**src/rtl/umt_pkg.sv**
```systemverilog
// Shared types and constants for the UMT-to-PMT mapper: FSM states, error codes,
// default PMT geometry and the config/allocation table entry layouts.
package umt_pkg;

  localparam int NUM_UMTS          = 8;
  localparam int DEF_PMT_W_LOG2    = 6;
  localparam int DEF_PMT_D_LOG2    = 9;
  localparam int DEF_NUM_SRAM_PMTS = 64;
  localparam int DEF_NUM_TCAM_PMTS = 16;

  typedef enum logic [1:0] {
    ST_IDLE  = 2'd0,
    ST_CALC  = 2'd1,
    ST_ACCUM = 2'd2,
    ST_FIN   = 2'd3
  } state_t;

  localparam logic [1:0] ERR_NONE     = 2'd0;
  localparam logic [1:0] ERR_SRAM_OVF = 2'd1;
  localparam logic [1:0] ERR_TCAM_OVF = 2'd2;
  localparam logic [1:0] ERR_CFG_DROP = 2'd3;

  typedef struct packed {
    logic        valid;
    logic        ttype;
    logic [15:0] width;
    logic [15:0] depth;
  } cfg_entry_t;

  typedef struct packed {
    logic        valid;
    logic        ttype;
    logic [7:0]  base;
    logic [15:0] num;
  } alloc_entry_t;

endpackage

```
**src/rtl/umt_lmt_mapper_if.sv**
```systemverilog
// Config/trigger bus from the CSR block, mapping status back to it, and the
// allocation lookup port. The CSR side is master, the mapper is slave.
interface umt_lmt_mapper_if;
  import umt_pkg::*;

  logic        umt_cfg_valid;
  logic        umt_cfg_wr_en;
  logic [2:0]  umt_cfg_id;
  logic [15:0] umt_cfg_width;
  logic [15:0] umt_cfg_depth;
  logic        umt_cfg_type;
  logic        umt_map_trigger;

  logic        map_busy;
  logic        map_done;
  logic        map_error;
  logic [1:0]  map_err_code;
  logic [7:0]  total_lmts_used;
  logic [15:0] total_pmts_needed;

  logic [2:0]  lkp_id;
  logic        lkp_valid;
  logic        lkp_type;
  logic [7:0]  lkp_base;
  logic [15:0] lkp_num;

  state_t      dbg_state;

  // A config beat is a single-cycle strobe (valid & wr_en); there is no ready,
  // the mapper accepts in IDLE and drops (with a sticky flag) otherwise.
  modport master (
    output umt_cfg_valid, umt_cfg_wr_en, umt_cfg_id, umt_cfg_width,
           umt_cfg_depth, umt_cfg_type, umt_map_trigger, lkp_id,
    input  map_busy, map_done, map_error, map_err_code, total_lmts_used,
           total_pmts_needed, lkp_valid, lkp_type, lkp_base, lkp_num, dbg_state
  );

  modport slave (
    input  umt_cfg_valid, umt_cfg_wr_en, umt_cfg_id, umt_cfg_width,
           umt_cfg_depth, umt_cfg_type, umt_map_trigger, lkp_id,
    output map_busy, map_done, map_error, map_err_code, total_lmts_used,
           total_pmts_needed, lkp_valid, lkp_type, lkp_base, lkp_num, dbg_state
  );
endinterface

```
**src/rtl/umt_pmt_calc.sv**
```systemverilog
// Combinational PMT sizing: ceil-divide width/depth into PMT columns/rows, and
// multiply the parent's registered cols/rows into a 16-bit clamped PMT count.
module umt_pmt_calc #(
  parameter int PMT_W_LOG2 = 6,
  parameter int PMT_D_LOG2 = 9
) (
  input  logic [15:0] width,
  input  logic [15:0] depth,
  output logic [16:0] cols,
  output logic [16:0] rows,
  input  logic [16:0] cols_q,
  input  logic [16:0] rows_q,
  output logic [15:0] num
);
  localparam logic [16:0] W_PAD = 17'((1 << PMT_W_LOG2) - 1);
  localparam logic [16:0] D_PAD = 17'((1 << PMT_D_LOG2) - 1);

  logic [33:0] prod;

  always_comb begin
    cols = ({1'b0, width} + W_PAD) >> PMT_W_LOG2;
    rows = ({1'b0, depth} + D_PAD) >> PMT_D_LOG2;
    prod = {17'd0, cols_q} * {17'd0, rows_q};
    num  = (|prod[33:16]) ? 16'hFFFF : prod[15:0];
  end
endmodule

```
**src/rtl/umt_lmt_mapper.sv**
```systemverilog
// Holds 8 UMT configs and, on trigger, sizes each one in PMTs and allocates
// them first-fit from the SRAM or TCAM pool; results are readable per UMT.
module umt_lmt_mapper
  import umt_pkg::*;
#(
  parameter int PMT_W_LOG2    = DEF_PMT_W_LOG2,
  parameter int PMT_D_LOG2    = DEF_PMT_D_LOG2,
  parameter int NUM_SRAM_PMTS = DEF_NUM_SRAM_PMTS,
  parameter int NUM_TCAM_PMTS = DEF_NUM_TCAM_PMTS
) (
  input logic               clk,
  input logic               rst_n,
  umt_lmt_mapper_if.slave   bus
);
  state_t       state_q, state_d;
  logic [2:0]   idx_q;
  cfg_entry_t   cfg_q   [NUM_UMTS];
  alloc_entry_t alloc_q [NUM_UMTS];
  logic [16:0]  cols_q, rows_q;
  logic [7:0]   pool_used_q [2];
  logic [7:0]   lmts_q;
  logic [15:0]  pmts_q;
  logic         drop_q, sram_ovf_q, tcam_ovf_q;
  logic         busy_q, done_q, error_q;
  logic [1:0]   code_q;
  logic [7:0]   total_lmts_q;
  logic [15:0]  total_pmts_q;
  alloc_entry_t lkp_q;

  logic         cfg_wr, idle;
  cfg_entry_t   cur_cfg;
  logic [16:0]  calc_cols, calc_rows, pool_size, pmts_sum;
  logic [15:0]  calc_num, pmts_next;
  logic         fit, drop_now;
  logic [1:0]   code_next;

  assign cfg_wr = bus.umt_cfg_valid & bus.umt_cfg_wr_en;
  assign idle   = (state_q == ST_IDLE);

  umt_pmt_calc #(.PMT_W_LOG2(PMT_W_LOG2), .PMT_D_LOG2(PMT_D_LOG2)) u_calc (
    .width  (cur_cfg.width),
    .depth  (cur_cfg.depth),
    .cols   (calc_cols),
    .rows   (calc_rows),
    .cols_q (cols_q),
    .rows_q (rows_q),
    .num    (calc_num)
  );

  always_comb begin
    cur_cfg   = cfg_q[idx_q];
    pool_size = cur_cfg.ttype ? 17'(NUM_TCAM_PMTS) : 17'(NUM_SRAM_PMTS);
    fit       = ({9'd0, pool_used_q[cur_cfg.ttype]} + {1'b0, calc_num}) <= pool_size;
    pmts_sum  = {1'b0, pmts_q} + {1'b0, calc_num};
    pmts_next = pmts_sum[16] ? 16'hFFFF : pmts_sum[15:0];
    // A write landing in the FIN cycle itself is still a drop for this scan.
    drop_now  = drop_q | cfg_wr;
    if (drop_now)        code_next = ERR_CFG_DROP;
    else if (sram_ovf_q) code_next = ERR_SRAM_OVF;
    else if (tcam_ovf_q) code_next = ERR_TCAM_OVF;
    else                 code_next = ERR_NONE;
  end

  always_comb begin
    state_d = state_q;
    case (state_q)
      ST_IDLE:  if (bus.umt_map_trigger) state_d = ST_CALC;
      ST_CALC:  if (cur_cfg.valid)       state_d = ST_ACCUM;
                else if (idx_q == 3'd7)  state_d = ST_FIN;
      ST_ACCUM: state_d = (idx_q == 3'd7) ? ST_FIN : ST_CALC;
      ST_FIN:   state_d = ST_IDLE;
      default:  state_d = ST_IDLE;
    endcase
  end

  always_ff @(posedge clk or negedge rst_n) begin
    if (!rst_n) state_q <= ST_IDLE;
    else        state_q <= state_d;
  end

  always_ff @(posedge clk or negedge rst_n) begin
    if (!rst_n) begin
      for (int i = 0; i < NUM_UMTS; i++) begin
        cfg_q[i]   <= '0;
        alloc_q[i] <= '0;
      end
      idx_q <= '0;  cols_q <= '0;  rows_q <= '0;
      pool_used_q[0] <= '0;  pool_used_q[1] <= '0;
      lmts_q <= '0;  pmts_q <= '0;
      drop_q <= 1'b0;  sram_ovf_q <= 1'b0;  tcam_ovf_q <= 1'b0;
      busy_q <= 1'b0;  done_q <= 1'b0;  error_q <= 1'b0;  code_q <= ERR_NONE;
      total_lmts_q <= '0;  total_pmts_q <= '0;
      lkp_q <= '0;
    end else begin
      if (cfg_wr) begin
        if (idle) begin
          cfg_q[bus.umt_cfg_id] <= '{valid: (bus.umt_cfg_width != 16'd0) && (bus.umt_cfg_depth != 16'd0),
                                     ttype: bus.umt_cfg_type,
                                     width: bus.umt_cfg_width,
                                     depth: bus.umt_cfg_depth};
          done_q <= 1'b0;
        end else begin
          drop_q <= 1'b1;
        end
      end

      case (state_q)
        ST_IDLE: if (bus.umt_map_trigger) begin
          idx_q <= '0;  lmts_q <= '0;  pmts_q <= '0;
          pool_used_q[0] <= '0;  pool_used_q[1] <= '0;
          drop_q <= 1'b0;  sram_ovf_q <= 1'b0;  tcam_ovf_q <= 1'b0;
          for (int i = 0; i < NUM_UMTS; i++) alloc_q[i] <= '0;
          busy_q <= 1'b1;
          done_q <= 1'b0;
        end
        ST_CALC: begin
          if (cur_cfg.valid) begin
            cols_q <= calc_cols;
            rows_q <= calc_rows;
          end else begin
            idx_q <= idx_q + 3'd1;
          end
        end
        ST_ACCUM: begin
          pmts_q <= pmts_next;
          if (fit) begin
            alloc_q[idx_q] <= '{valid: 1'b1, ttype: cur_cfg.ttype,
                                base: pool_used_q[cur_cfg.ttype], num: calc_num};
            // fit guarantees the sum stays within an 8-bit pool size.
            pool_used_q[cur_cfg.ttype] <= pool_used_q[cur_cfg.ttype] + calc_num[7:0];
            lmts_q <= lmts_q + 8'd1;
          end else begin
            alloc_q[idx_q] <= '0;
            if (cur_cfg.ttype) tcam_ovf_q <= 1'b1;
            else               sram_ovf_q <= 1'b1;
          end
          idx_q <= idx_q + 3'd1;
        end
        ST_FIN: begin
          busy_q       <= 1'b0;
          done_q       <= 1'b1;
          error_q      <= drop_now | sram_ovf_q | tcam_ovf_q;
          code_q       <= code_next;
          total_lmts_q <= lmts_q;
          total_pmts_q <= pmts_q;
        end
        default: ;
      endcase

      lkp_q <= alloc_q[bus.lkp_id];
    end
  end

  assign bus.map_busy          = busy_q;
  assign bus.map_done          = done_q;
  assign bus.map_error         = error_q;
  assign bus.map_err_code      = code_q;
  assign bus.total_lmts_used   = total_lmts_q;
  assign bus.total_pmts_needed = total_pmts_q;
  assign bus.lkp_valid         = lkp_q.valid;
  assign bus.lkp_type          = lkp_q.ttype;
  assign bus.lkp_base          = lkp_q.base;
  assign bus.lkp_num           = lkp_q.num;
  assign bus.dbg_state         = state_q;
endmodule

```
**src/flat_wrapper.sv**
```systemverilog
// flat-port wrapper written by rule: the top's interface ports become plain ports
module umt_lmt_mapper_flat import umt_pkg::*;
#(
  parameter int PMT_W_LOG2    = DEF_PMT_W_LOG2,
  parameter int PMT_D_LOG2    = DEF_PMT_D_LOG2,
  parameter int NUM_SRAM_PMTS = DEF_NUM_SRAM_PMTS,
  parameter int NUM_TCAM_PMTS = DEF_NUM_TCAM_PMTS
)
  (clk, rst_n, bus_umt_cfg_valid, bus_umt_cfg_wr_en, bus_umt_cfg_id, bus_umt_cfg_width, bus_umt_cfg_depth, bus_umt_cfg_type, bus_umt_map_trigger, bus_lkp_id, bus_map_busy, bus_map_done, bus_map_error, bus_map_err_code, bus_total_lmts_used, bus_total_pmts_needed, bus_lkp_valid, bus_lkp_type, bus_lkp_base, bus_lkp_num, bus_dbg_state);
  umt_lmt_mapper_if bus_i ();
  input logic clk;
  input logic rst_n;
  input wire logic [$bits(bus_i.umt_cfg_valid)-1:0] bus_umt_cfg_valid;
  input wire logic [$bits(bus_i.umt_cfg_wr_en)-1:0] bus_umt_cfg_wr_en;
  input wire logic [$bits(bus_i.umt_cfg_id)-1:0] bus_umt_cfg_id;
  input wire logic [$bits(bus_i.umt_cfg_width)-1:0] bus_umt_cfg_width;
  input wire logic [$bits(bus_i.umt_cfg_depth)-1:0] bus_umt_cfg_depth;
  input wire logic [$bits(bus_i.umt_cfg_type)-1:0] bus_umt_cfg_type;
  input wire logic [$bits(bus_i.umt_map_trigger)-1:0] bus_umt_map_trigger;
  input wire logic [$bits(bus_i.lkp_id)-1:0] bus_lkp_id;
  output wire logic [$bits(bus_i.map_busy)-1:0] bus_map_busy;
  output wire logic [$bits(bus_i.map_done)-1:0] bus_map_done;
  output wire logic [$bits(bus_i.map_error)-1:0] bus_map_error;
  output wire logic [$bits(bus_i.map_err_code)-1:0] bus_map_err_code;
  output wire logic [$bits(bus_i.total_lmts_used)-1:0] bus_total_lmts_used;
  output wire logic [$bits(bus_i.total_pmts_needed)-1:0] bus_total_pmts_needed;
  output wire logic [$bits(bus_i.lkp_valid)-1:0] bus_lkp_valid;
  output wire logic [$bits(bus_i.lkp_type)-1:0] bus_lkp_type;
  output wire logic [$bits(bus_i.lkp_base)-1:0] bus_lkp_base;
  output wire logic [$bits(bus_i.lkp_num)-1:0] bus_lkp_num;
  output wire logic [$bits(bus_i.dbg_state)-1:0] bus_dbg_state;
  assign bus_i.umt_cfg_valid = bus_umt_cfg_valid;
  assign bus_i.umt_cfg_wr_en = bus_umt_cfg_wr_en;
  assign bus_i.umt_cfg_id = bus_umt_cfg_id;
  assign bus_i.umt_cfg_width = bus_umt_cfg_width;
  assign bus_i.umt_cfg_depth = bus_umt_cfg_depth;
  assign bus_i.umt_cfg_type = bus_umt_cfg_type;
  assign bus_i.umt_map_trigger = bus_umt_map_trigger;
  assign bus_i.lkp_id = bus_lkp_id;
  assign bus_map_busy = bus_i.map_busy;
  assign bus_map_done = bus_i.map_done;
  assign bus_map_error = bus_i.map_error;
  assign bus_map_err_code = bus_i.map_err_code;
  assign bus_total_lmts_used = bus_i.total_lmts_used;
  assign bus_total_pmts_needed = bus_i.total_pmts_needed;
  assign bus_lkp_valid = bus_i.lkp_valid;
  assign bus_lkp_type = bus_i.lkp_type;
  assign bus_lkp_base = bus_i.lkp_base;
  assign bus_lkp_num = bus_i.lkp_num;
  assign bus_dbg_state = bus_i.dbg_state;
  umt_lmt_mapper #(.PMT_W_LOG2(PMT_W_LOG2), .PMT_D_LOG2(PMT_D_LOG2), .NUM_SRAM_PMTS(NUM_SRAM_PMTS), .NUM_TCAM_PMTS(NUM_TCAM_PMTS)) u_core (.clk(clk), .rst_n(rst_n), .bus(bus_i));
endmodule
```
**config.mk**
```make
export PLATFORM = sky130hd
export DESIGN_NAME = umt_lmt_mapper_flat
export DESIGN_NICKNAME = d
export VERILOG_FILES = /design/src/rtl/umt_pkg.sv /design/src/rtl/umt_lmt_mapper_if.sv /design/src/rtl/umt_pmt_calc.sv /design/src/rtl/umt_lmt_mapper.sv /design/src/flat_wrapper.sv
export SDC_FILE = /design/constraint.sdc
export NUM_CORES = 1
export LEC_CHECK = 0
export CAP_MARGIN = 20
export CORE_UTILIZATION = 40
export CTS_BUF_LIST = sky130_fd_sc_hd__clkbuf_8
export DETAILED_ROUTE_END_ITERATION = 10
export DONT_BUFFER_PORTS = 1
export PLACE_DENSITY_LB_ADDON = 0.1
export SKIP_CTS_REPAIR_TIMING = 1
export SLEW_MARGIN = 20
export SYNTH_ARGS = -nofsm -noshare
export SYNTH_HDL_FRONTEND = slang
export SYNTH_SLANG_ARGS = --single-unit
export TNS_END_PERCENT = 5
```
**constraint.sdc**
```tcl
create_clock -name clk -period 25.5 [get_ports clk]
set_input_delay 5.1 -clock clk [delete_from_list [all_inputs] [get_ports clk]]
set_output_delay 5.1 -clock clk [all_outputs]
set_load 0.005 [all_outputs]
```
==> summary.md, run 1 <==
| Metric | Value |
|---|---|
| Worst hold slack | 0.475 ns |
| CP Launch Type | flop |
| Final hold vios | 0 |
| Commonest cells after routing, fill and taps aside | dfrtp_1 (599), mux2_2 (341), nand2_1 (256), inv_1 (153), and2_1 (145) |
| Dominant synthesized flop cell | dfrtp_1 |
| Seq cells post-synth | 602 |
| Crit Path Class | reg2reg |
| Sequential share of power | 37.3% |
| Die area | 76700 um^2 |
| DP Area | 31300 um^2 |
| Critical Path AT | 11.33 ns |
| Dpl hpwl | 51.7 mm |
| Leakage power | 15.7 nW |
| Vias in the first global route | 21100 |
| Boundary Pins | 101 |
| Share of cells above drive strength 1 | 23.9% |
| Status | finished, violations left |
| Nets | 2752 |
| Worst skew pair latency | 0.73 ns |
| Final Cycle Share | 42.1% |
| Seq/Total Area, Yosys | 49.8% |
| Vias per cell | 5.57 |
| Congestion Overflow GR | 0 |
| Wire per inst | 22.6 um |
| First-pass GRT wire length | 129 mm |
| ANT nets after route | 0 |
| Die height | 277 um |
| Area growth from synthesis to layout | 10.4% |
| Worst slew margin | -14.5% |
| Synthesized area per cell | 11.8 um^2 |
| Delay-heaviest family, CP | simple AND/OR/NAND/NOR gates |
| DRT Pass-1 Iters | 5 |
| Internal | 2.28 mW |
| Failing checks | slew limit |
| Slowest CP cell | nor4_4 |
| CTS Sinks | 602 |
| Remaining routing DRC violations | 0 |
| Max-cap viol count | 0 |
| Fmax | 93.2 MHz |
| Worst vdd ir | 0.0547 mV |
| Synthesis Warnings | 0 |
| Crit. End Element | flop |
| Syn Nets | 2749 |
| Number of antenna violations at the first check in global routing | 1 |
| Buf/Inv on CP | 4 |
| Min cycle time layout | 10.73 ns |
| Ys async rst share | 100% |
| CTS clock-pin slew for the worst setup and hold paths | 0.06 ns |
| Worst EP required | 26.10 ns |
| Largest net degree at the start of global routing | 603 |
| IO buf count | 0 |
| Initial detailed-routing violation count | 1342 |
| Post-synth EDFFs | 0 |
| Starting density of the core | 40.6% |
| Most common cell on crit path | fa_1 |
| Critical path peak fanout | 18 |
| Post-route cell area | 33400 um^2 |
| RSZ-0062 raised after global routing | false |
| Final WS setup | 14.77 ns |
| Type of the most critical hold path | reg2reg |
| Slew @ Worst Pin | 1.72 ns |
| Clk_skew | 0.0282 ns |
| DP Worst Slack | 14.75 ns |
| Switching Fraction | 39.5% |
| Most common cell after layout, fill and taps aside | dfrtp_1 |
| Num CTS Buffers | 105 |
| Final Max Slew Viols | 280 |
| CTS H-tree lvls | 3 |
| CP max stage delay | 0.83 ns |
| Clk root buf | clkbuf_8 |
| Cell area power density | 113 nW/um^2 |
| Combinational Power Share | 39.2% |
| Mapped Area | 30200 um^2 |
| Core area | 74600 um^2 |
| Routed WL | 82.0 mm |
| Final setup viols | 0 |
| DIE WIDTH | 277 um |
| Sw Pwr | 1.49 mW |
| Clock network fraction of design power | 23.5% |
| Synth Instances | 2574 |
| Clock Path Buffers | 3 |
| GRT Util Overall | 21.7% |
| Via count | 20200 |
| RD Place Congestion | 0.842 |
| TNS Setup | 0 ns |
| Netlist cell types | 85 |
| Row Count | 100 |
| CTS tree | yes |
routing by layer:
layer	track usage (%)	share of wire, %	vias to the layer above
li1	-	-	9221
met1	29.2	45	10400
met2	35.3	47	438
met3	4.33	5.0	136
met4	6.50	2.6	0
met5	0	0	-
final cells by class:
cell class / instances / area [um^2]
fill: 6940 / 41200
sequential: 602 / 15100
multi-input combinational: 1727 / 14400
clock buffer: 132 / 1820
tap: 969 / 1210
inverter: 114 / 428
clock inverter: 56 / 293
timing repair buffer: 27 / 203
antenna: 2 / 5.00
registers in the layout, summed over array words and instances, names as in the netlist, 2 cells and up:
signal / flops
u_core.alloc_q: 208
u_core.bus.dbg_state: 2
u_core.bus.lkp_base: 8
u_core.bus.lkp_num: 16
u_core.bus.map_err_code: 2
u_core.bus.total_lmts_used: 8
u_core.bus.total_pmts_needed: 16
u_core.cfg_q: 272
u_core.cols_q: 11
u_core.idx_q: 3
u_core.lmts_q: 8
u_core.pmts_q: 16
u_core.pool_used_q: 16
u_core.rows_q: 8
kinds of logic after synthesis:
group	after synthesis	share of synthesized area, %
AOI/OAI and AO/OA	461	9.85
xor gates and xnor gates	37	1.07
adders and majority gates	131	6.81
buffers and inverters	245	3.10
DFF	602	49.8
muxes	432	18.2
and+or+nand+nor	666	11.2
stage by stage:
| step | std cells | util, % | total power, mW |
|---|---|---|---|
| 2_1_floorplan | 2574 | - | 2.42 |
| 3_3_place_gp | 3439 | 41.9 | 2.87 |
| 3_5_place_dp | 3439 | 41.9 | 2.90 |
| 4_1_cts | 3627 | 44.8 | 3.81 |
| 5_1_grt | 3628 | 44.8 | 4.02 |
| 6_report | 3629 | 44.8 | 3.77 |
path summary, 6_finish.rpt:
kind / start / to / slack (ns) / cells past startpoint
setup / recovery: u_core.rows_q[2]$_DFFE_PN0P_ / u_core.alloc_q[135]$_DFFE_PN0P_ / 14.77 / 33
hold reg to reg: u_core.alloc_q[98]$_DFFE_PN0P_ / u_core.alloc_q[98]$_DFFE_PN0P_ / 0.47 / 2
setup reg to reg: u_core.rows_q[2]$_DFFE_PN0P_ / u_core.alloc_q[135]$_DFFE_PN0P_ / 14.77 / 33
hold / removal: u_core.alloc_q[98]$_DFFE_PN0P_ / u_core.alloc_q[98]$_DFFE_PN0P_ / 0.47 / 2
min in group asynchronous: rst_n / u_core.pmts_q[13]$_DFFE_PN0P_ / 4.09 / 0
max in group asynchronous: rst_n / u_core.idx_q[1]$_DFFE_PN0P_ / 19.92 / 0
worst register-to-register path, delay by kind of cell (launching register included):
family / cells / cell delay, ns
buffers and inverters: 4 / 0.35
adders and majority gates: 8 / 3.15
DFF: 1 / 0.51
AOI/OAI and AO/OA: 9 / 2.76
xor gates and xnor gates: 1 / 0.18
and+or+nand+nor: 11 / 3.67
cells in the mapped netlist (all sizes together) (34+ instances only):
cell type / number / area share [%]
a21oi: 58 / 0.97
and2: 146 / 3.0
buf: 34 / 0.48
fa: 56 / 3.7
dfrtp: 602 / 50
clkbuf: 97 / 1.2
mux2: 341 / 13
o21ai: 205 / 3.4
ha: 75 / 3.1
nor2: 78 / 0.98
nand2: 263 / 3.3
mux4: 60 / 4.5
inv: 113 / 1.4
power groups by stage:
stage               clock [mW]  sequential, mW  combinational (mW)
floorplan                    0            1.34                1.08
global placement             0            1.41                1.47
detailed placement           0            1.42                1.48
CTS                      0.914            1.40                1.49
global route             0.954            1.44                1.62
finish                   0.887            1.41                1.48
Power figures use the tool's default switching activity.
==> run 2: changes to the inputs <==
==> constraint.sdc (replaced) <==
create_clock -name clk -period 10.2 [get_ports clk]
set_input_delay 2.04 -clock clk [delete_from_list [all_inputs] [get_ports clk]]
set_output_delay 2.04 -clock clk [all_outputs]
set_load 0.005 [all_outputs]
==> run 2 against run 1 <==
Effect of this change: the run still ends with slew limit left; power grew to 2.6 times the previous value; critical path type unchanged; die area is the same; utilization grew 0.46 points; clock power rose to 2.7 times the previous value; flip-flop and latch count stayed put; global-route usage about the same; routed wire length down 0.22%; design area increased by 1.0%; clock-buffer cell count increased by 12.
==> summary.md, run 2 (synthesis gave the netlist of run 1 again) <==
| Metric | Value |
|---|---|
| Status | finished, violations left |
| Failing checks | slew limit |
| CTS clock-pin slew for the worst setup and hold paths | 0.07 ns |
| Area growth from synthesis to layout | 11.5% |
| Vias per cell | 5.57 |
| Remaining routing DRC violations | 0 |
| Final hold vios | 0 |
| Max reg flops | 272 |
| IO buf count | 0 |
| ANT nets after route | 0 |
| Most common cell on crit path | fa_1 |
| Final Max Slew Viols | 435 |
| Max-cap viol count | 0 |
| Biggest regs | u_core.cfg_q (272), u_core.alloc_q (208) |
| Routed WL | 81.9 mm |
| Num CTS Buffers | 106 |
| Fmax | 107 MHz |
| Wire length on met2 | 39.2 mm |
| Worst slew margin | -95.3% |
| Share of cells above drive strength 1 | 25.0% |
| Vias in the first global route | 21400 |
| Slowest CP cell | fa_1 |
| R2R Path End | u_core.alloc_q[198]$_DFFE_PN0P_ |
| DIE WIDTH | 277 um |
| Buf/Inv on CP | 7 |
| Leakage power | 15.8 nW |
| Reg with most FFs | u_core.cfg_q |
| TNS Setup | 0 ns |
| Critical path peak fanout | 17 |
| Worst skew pair latency | 0.74 ns |
| Clk_skew | 0.0547 ns |
| Sequential Area | 15100 um^2 |
| CTS Sinks | 602 |
| Clk root buf | clkbuf_8 |
| WL met3 | 3.98 mm |
| Type of the most critical hold path | reg2reg |
| Die height | 277 um |
| Initial detailed-routing violation count | 1354 |
| Multi-input gate area | 14400 um^2 |
| DRT Pass-1 Iters | 5 |
| Critical Path AT | 10.00 ns |
| Commonest cells after routing, fill and taps aside | dfrtp_1 (599), mux2_2 (341), nand2_1 (254), and2_1 (145), clkbuf_8 (144) |
| Cell area power density | 287 nW/um^2 |
| First-pass GRT wire length | 129 mm |
| GRT Util Overall | 21.7% |
| WL met1 | 36.9 mm |
| CTS H-tree lvls | 3 |
| Final setup viols | 0 |
| Congestion Overflow GR | 0 |
| Fillers | 6904 |
| Via count | 20300 |
| RSZ-0062 raised after global routing | false |
| Cell depth of the worst flop-to-flop path | 36 |
| Worst hold slack | 0.477 ns |
| Starting density of the core | 40.6% |
| Clock Path Buffers | 3 |
| Delay-heaviest family, CP | adder cells |
| Core area | 74600 um^2 |
| R2r startpoint | u_core.rows_q[2]$_DFFE_PN0P_ |
| Worst EP required | 10.83 ns |
| CTS tree | yes |
| Die area | 76700 um^2 |
| Slew @ Worst Pin | 2.93 ns |
| Worst path depth | 36 |
| Worst hold start | u_core.alloc_q[193]$_DFFE_PN0P_ |
| DP Worst Slack | 0.203 ns |
| CP Launch Type | flop |
| Dpl hpwl | 52.0 mm |
| Crit. End Element | flop |
| Number of antenna violations at the first check in global routing | 4 |
| Min cycle time layout | 9.37 ns |
| Boundary Pins | 101 |
| Final Cycle Share | 91.8% |
| Hold EP | u_core.alloc_q[193]$_DFFE_PN0P_ |
| Nets | 2763 |
| Crit Path Class | reg2reg |
| Wire per inst | 22.5 um |
| Worst hold path cell count | 1 |
| Final WS setup | 0.832 ns |
| R2R setup slack | 0.83 ns |
| Row Count | 100 |
| RD Place Congestion | 0.844 |
| Largest net degree at the start of global routing | 603 |
| Worst vdd ir | 0.148 mV |
| Most common cell after layout, fill and taps aside | dfrtp_1 |
| CP max stage delay | 0.53 ns |
| Max layer used | met4 |
-- run 2: cell count changes in the layout (fill, tap and decap cells not counted), sizes merged --
cell      change
diode         +1
buf          +10
clkinv        +5
clkinvlp      +2
inv          -16
clkbuf       +12
bufinv        +2
-- run 2: worst register-to-register path: cells and delay by family, from the launching register on --
family / cells / cell delay [ns]
DFF: 1 / 0.50
adders and majority gates: 8 / 3.11
AOI/OAI and AO/OA: 9 / 2.08
and+or+nand+nor: 11 / 2.63
buffers and inverters: 7 / 0.79
xor gates and xnor gates: 1 / 0.18
-- run 2: per-stage QoR --
step                      cell area (um^2)  utilization, %  cells  power (mW)
final                                33700            45.2   3645        9.67
after floorplan                      30200               -   2574        6.05
after global placement               31300            42.0   3446        7.20
after global routing                 33700            45.2   3644        10.3
after detailed placement             31300            42.0   3447        7.28
after CTS                            33700            45.1   3640        9.74
-- run 2: worst max path at each step --
| stage | end | start | slack, ns |
|---|---|---|---|
| 4_1_cts | u_core.alloc_q[148]$_DFFE_PN0P_ | u_core.rows_q[2]$_DFFE_PN0P_ | 0.19 |
| 2_1_floorplan | u_core.alloc_q[125]$_DFFE_PN0P_ | u_core.rows_q[5]$_DFFE_PN0P_ | 1.79 |
| 6_report | u_core.alloc_q[198]$_DFFE_PN0P_ | u_core.rows_q[2]$_DFFE_PN0P_ | 0.83 |
| 3_3_place_gp | u_core.alloc_q[136]$_DFFE_PN0P_ | u_core.rows_q[2]$_DFFE_PN0P_ | 0.50 |
| 3_5_place_dp | u_core.alloc_q[153]$_DFFE_PN0P_ | u_core.rows_q[2]$_DFFE_PN0P_ | 0.20 |
| 5_1_grt | u_core.alloc_q[205]$_DFFE_PN0P_ | u_core.rows_q[2]$_DFFE_PN0P_ | 0.03 |
-- run 2: layout make-up --
cell class | instances | share of cell area, %
flip-flops and latches | 602 | 44.7
multi-input cells | 1727 | 42.6
clock buffers | 144 | 5.88
well taps | 969 | 3.59
inverters | 114 | 1.27
clock inverters | 49 | 1.09
repair buffers | 37 | 0.861
diodes | 3 | 0.0223
-- run 2: power by group --
part           switching (mW)  total [mW]  internal [mW]
Clock                    1.07        2.41           1.35
Sequential              0.463        3.51           3.05
Combinational            2.24        3.75           1.51
Total                    3.77        9.67           5.90
-- run 2: per-layer routing --
layer	vias to the layer above	GRT usage, %
li1	9230	-
met1	10500	29.1
met2	437	35.8
met3	128	4.45
met4	0	5.85
met5	-	0
